===== config.mk =====
export PLATFORM = sky130hd
export DESIGN_NAME = phase_sequencer
export DESIGN_NICKNAME = d
export VERILOG_FILES = /design/src/rtl/phase_sequencer.sv
export SDC_FILE = /design/constraint.sdc
export NUM_CORES = 1
export LEC_CHECK = 0
export CAP_MARGIN = 20
export CORE_MARGIN = 1.5
export CORE_UTILIZATION = 48
export DETAILED_ROUTE_END_ITERATION = 10
export PLACE_DENSITY = 0.89
export SKIP_CTS_REPAIR_TIMING = 1
export SLEW_MARGIN = 20
export SYNTH_ARGS = -nofsm -noshare
export SYNTH_HDL_FRONTEND = slang
export SYNTH_SLANG_ARGS = --single-unit

===== constraint.sdc =====
create_clock -name clock -period 2.7 [get_ports clock]
set_clock_uncertainty 0.1 [all_clocks]
set_input_delay 0.405 -clock clock [delete_from_list [all_inputs] [get_ports clock]]
set_output_delay 0.405 -clock clock [all_outputs]
set_load 0.005 [all_outputs]

===== src/rtl/phase_sequencer.sv =====
`default_nettype none
// ============================================================================
// Module   : phase_sequencer
// Brief    : Five-phase instruction sequencer with memory-wait phase, single-
//            step and halt handling, and a wrapping retired-instruction count.
// Revision : 1.0 - initial release
// ============================================================================
module phase_sequencer #(
    parameter int CNT_W     = 16,
    parameter int MEM_PHASE = 4
) (
    input  logic             clock,
    input  logic             reset,
    input  logic             start,
    input  logic             step_mode,
    input  logic             halt,
    input  logic             mem_ready,
    output logic [4:0]       phase,
    output logic             running,
    output logic             halted,
    output logic [CNT_W-1:0] retired
);

    localparam logic [2:0] c_IDLE   = 3'd0;
    localparam logic [2:0] c_P1     = 3'd1;
    localparam logic [2:0] c_P2     = 3'd2;
    localparam logic [2:0] c_P3     = 3'd3;
    localparam logic [2:0] c_P4     = 3'd4;
    localparam logic [2:0] c_P5     = 3'd5;
    localparam logic [2:0] c_HALTED = 3'd6;

    // Phase numbers map directly onto state codes P1..P5.
    localparam logic [2:0] c_MEM_STATE = 3'(MEM_PHASE);

    logic [2:0]       r_state;
    logic [2:0]       w_state_nxt;
    logic             w_stall;
    logic             w_retire;
    logic [4:0]       w_phase_nxt;
    logic [4:0]       r_phase;
    logic             r_running;
    logic             r_halted;
    logic [CNT_W-1:0] r_retired;

    assign w_stall = (r_state == c_MEM_STATE) && !mem_ready;

    always_comb begin
        w_state_nxt = r_state;
        w_retire    = 1'b0;
        case (r_state)
            c_IDLE: begin
                if (start) begin
                    w_state_nxt = c_P1;
                end
            end
            c_P1, c_P2, c_P3, c_P4: begin
                if (!w_stall) begin
                    w_state_nxt = r_state + 3'd1;
                end
            end
            c_P5: begin
                if (!w_stall) begin
                    w_retire = 1'b1;
                    if (halt) begin
                        w_state_nxt = c_HALTED;
                    end else if (step_mode) begin
                        w_state_nxt = c_IDLE;
                    end else begin
                        w_state_nxt = c_P1;
                    end
                end
            end
            c_HALTED: begin
                w_state_nxt = c_HALTED;
            end
            default: begin
                w_state_nxt = c_IDLE;
            end
        endcase
    end

    // Outputs are decoded from the next state and registered so they change
    // cleanly on the clock edge alongside the state.
    always_comb begin
        w_phase_nxt = 5'b00000;
        case (w_state_nxt)
            c_P1:    w_phase_nxt = 5'b00001;
            c_P2:    w_phase_nxt = 5'b00010;
            c_P3:    w_phase_nxt = 5'b00100;
            c_P4:    w_phase_nxt = 5'b01000;
            c_P5:    w_phase_nxt = 5'b10000;
            default: w_phase_nxt = 5'b00000;
        endcase
    end

    always_ff @(posedge clock or negedge reset) begin
        if (!reset) begin
            r_state   <= c_IDLE;
            r_phase   <= 5'b00000;
            r_running <= 1'b0;
            r_halted  <= 1'b0;
            r_retired <= '0;
        end else begin
            r_state   <= w_state_nxt;
            r_phase   <= w_phase_nxt;
            r_running <= |w_phase_nxt;
            r_halted  <= (w_state_nxt == c_HALTED);
            r_retired <= r_retired + CNT_W'(w_retire);
        end
    end

    assign phase   = r_phase;
    assign running = r_running;
    assign halted  = r_halted;
    assign retired = r_retired;

endmodule
`default_nettype wire

==> results <==
flip-flops by register name, indices dropped and copies added (netlist names):
register and cells:
phase 5, halted 1, retired 16, r_state 3, running 1
worst max-delay path, cell delays in order (launching register included):
cell     delay [ns]
dfrtp_1        0.44
inv_1          0.11
ha_1           0.27
nor2b_1        0.17
nor2_1         0.11
ha_1           0.25
ha_1           0.27
nand2_1        0.11
nor2_1         0.15
nand4_1        0.13
xnor2_1        0.14
area by class of cell:
type	instances	share of cell area
timing repair buffer	29	0.1801
inverter	5	0.01175
sequential	26	0.4072
clock inverter	1	0.01879
clock buffer	3	0.01410
tap	30	0.02349
multi-input combinational	76	0.3446
where the power goes:
part / switching, mW / internal (mW)
clock: 0.117 / 0.150
sequential: 0 / 0.389
combinational: 0.0102 / 0.00822
metal layers:
layer,vias to the layer above,global-route usage,share of wire
met3,9,0.03955,0.059
met4,0,0.1068,0.028
li1,442,-,-
met1,444,0.2166,0.41
met5,-,0,0
met2,41,0.3539,0.50
worst max path at each step:
stage | startpoint | cells after the start | slack, ns | end
after floorplan | r_state[0]$_DFF_PN0_ | 10 | 0.60 | retired[14]$_DFF_PN0_
after global placement | mem_ready | 9 | 0.43 | retired[14]$_DFF_PN0_
after detailed placement | mem_ready | 9 | 0.35 | retired[14]$_DFF_PN0_
after CTS | r_state[0]$_DFF_PN0_ | 10 | 0.34 | retired[14]$_DFF_PN0_
after global routing | r_state[0]$_DFF_PN0_ | 10 | 0.07 | retired[14]$_DFF_PN0_
final | r_state[0]$_DFF_PN0_ | 10 | 0.35 | retired[14]$_DFF_PN0_
placed cells by master (no fill, tap or decap), drive strengths merged:
| cell | synthesis | final |
|---|---|---|
| clkdlybuf4s50 | 0 | 28 |
| a21oi | 5 | 5 |
| or4 | 1 | 1 |
| a2bb2oi | 1 | 1 |
| inv | 5 | 5 |
| xnor2 | 10 | 10 |
| nor2b | 2 | 2 |
| nand2 | 8 | 8 |
| buf | 0 | 1 |
| mux2i | 1 | 1 |
| bufinv | 0 | 1 |
| nor2 | 7 | 7 |
| and3 | 3 | 3 |
| nor3b | 1 | 1 |
| and4 | 2 | 2 |
| and2 | 2 | 2 |
| dfrtp | 26 | 26 |
| nor3 | 3 | 3 |
| o21ai | 1 | 1 |
| o211ai | 5 | 5 |
| nand2b | 1 | 1 |
| a311o | 1 | 1 |
| ha | 7 | 7 |
| or2b | 1 | 1 |
| clkbuf | 0 | 3 |
| and4bb | 1 | 1 |
| nand3 | 6 | 6 |
| xor2 | 4 | 4 |
| nand4 | 3 | 3 |
cell families (layout without fill, tap and decap cells):
group	count (synthesis)	in the layout
adders and majority gates	7	7
AOI/OAI and AO/OA	13	13
buffers and inverters	5	38
and+or+nand+nor	41	41
DFF	26	26
xor gates and xnor gates	14	14
muxes	1	1
synth_stat cells:
library cell and number:
dfrtp_1 26, xnor2_1 10, nand2_1 8, ha_1 7, nor2_1 7, nand3_1 6, a21oi_1 5, inv_1 4
o211ai_1 4, xor2_1 4, and3_1 3, nand4_1 3, nor3_1 3, and4_1 2, nor2b_1 2, a2bb2oi_2 1
a311o_1 1, and2_1 1, and2_4 1, and4bb_2 1, inv_2 1, mux2i_1 1, nand2b_1 1, nor3b_1 1
o211ai_2 1, o21ai_2 1, or2b_1 1, or4_4 1
==> parameters.txt <==
Parameter                              Value

Yosys
  Number of warnings printed during yosys synthesis ... 0
  Largest family of logic cells by synthesized area ... simple AND/OR/NAND/NOR gates
  Cell taking the most area after synthesis ... dfrtp_1
  Post-synthesis cell area ... 1220 µm²
  Mean instance size in the synthesized netlist ... 11.40 µm²
  Number of standard cells after synthesis ... 107
  Synthesized flop and latch total ... 26
  Share of synthesized area occupied by flip-flops and latches ... 0.5333
  Simple-Gate Fraction of Synth Area ... 0.1877
  XOR/XNOR Fraction of Synth Area ... 0.1005
  Adder-cell share of the synthesized area ... 0.07179
  Number of distinct library cells after synthesis ... 28
  Mapped Nets ... 120
  Compound-Gate Fraction of Synth Area ... 0.08308
  Fraction of post-synthesis cell area in the top cell type by area ... 0.5333
  Mux share of post-synthesis cell area ... 0.008205
  Biggest area contributors in the synthesized netlist ... dfrtp_1 53%, ha_1 7.2%, xnor2_1 7.2%

Timing
  Final worst path period share ... 0.8695
  RSZ-0062 raised after global routing ... no
  Final hold viol count ... 0
  Fin crit period ... 2.348 ns
  Max-Slew Margin vs Limit ... 0.6301
  Finish-stage setup viols ... 0
  Post-layout worst setup margin ... 0.3524 ns
  Maximum clock frequency ... 0.4260 GHz
  Final Slew Violations ... 0
  Worst hold slack after final layout ... 0.3248 ns
  Total negative slack for setup checks ... 0 ns
  Measured slew at the worst slew-check pin ... 0.5524 ns

Critical path
  Startpoint type of the worst setup path ... flop
  Startpoint of the most critical register-to-register path ... r_state[0]$_DFF_PN0_
  CP Data Required Time ... 2.82 ns
  Capturing element type of the critical path ... flop
  RR Endpoint ... retired[14]$_DFF_PN0_
  Reg2reg path depth ... 10
  Max Fanout on Critical Path ... 6
  Setup slack of the worst register-to-register path ... 0.35 ns
  Worst EP arrival ... 2.47 ns
  Category of the most critical setup path ... flop to flop

Cells and area
  Synth-to-Final Area Change ... 30.97%
  Number of filler cells placed in the layout ... 199
  Area used by multi-input combinational logic ... 550.5 µm²
  Antenna diodes ... 0
  Final Cell Area ... 1598 µm²
  End-of-flow core utilization ... 0.6569
  Reg area ... 650.6 µm²
  Number of nets in the final layout ... 154
  Ratio of cells with drive above 1 in the final layout ... 0.08571
  Final Non-Filler Cells ... 170

Floorplan
  Standard cell core area ... 2432 µm²
  Vert. Die Dim ... 53.42 µm
  Count of standard-cell rows ... 18
  Initial cell density of the core ... 0.5015
  Die boundary width ... 53.42 µm
  Io pins ... 29
  Die Area ... 2853 µm²

Placed design
  Final RePlAce weighted congestion ... 0.8811
  Post-DP HPWL ... 1.825 mm
  Setup slack after placement ... 0.3481 ns
  Port bufs ... 28
  Total instance count after detailed placement ... 166
  Dpl cell area ... 1545 µm²

Clocking
  H-tree lvl count ... 1
  Clock tree sinks ... 26
  Root buffer cell ... clkbuf_4
  Clock tree from TritonCTS ... built
  Buffer levels on the longest clock path ... 2
  CTS clock-pin slew for the worst setup and hold paths ... 0.14 ns
  Worst skew pair latency ... 0.32 ns
  CTS buffer count ... 3

Global route
  Pin count of the biggest net entering global routing ... 27
  All-layer global routing usage ... 0.1982
  Number of antenna violations at the first check in global routing ... 0
  Total gr overflow ... 0
  Number of global-route vias before repair ... 919
  Wire length of the first global-routing pass ... 3.926 mm

Routing
  Routed Antenna Nets ... 0
  Via count ... 936
  Detailed-route wire length per cell ... 14.04 µm
  Total routed wirelength ... 2.387 mm
  DRC violations left ... 0
  Violation count after the first detailed-routing iteration ... 11
  First drt pass iteration count ... 4
  Vias/cell ... 5.506

Pwr
  Cell area power density ... 422.7 nW/µm²
  Peak supply drop ... 0.2710 mV
  Design Power ... 0.6754 mW
  Static leakage ... 0.7317 nW

Run
  Count of maximum capacitance violations ... 0

Min path
  Path class of the lowest-slack min-delay path ... input pin to async pin

Status
  Run status ... completed
(Power assumes the default switching activity.)
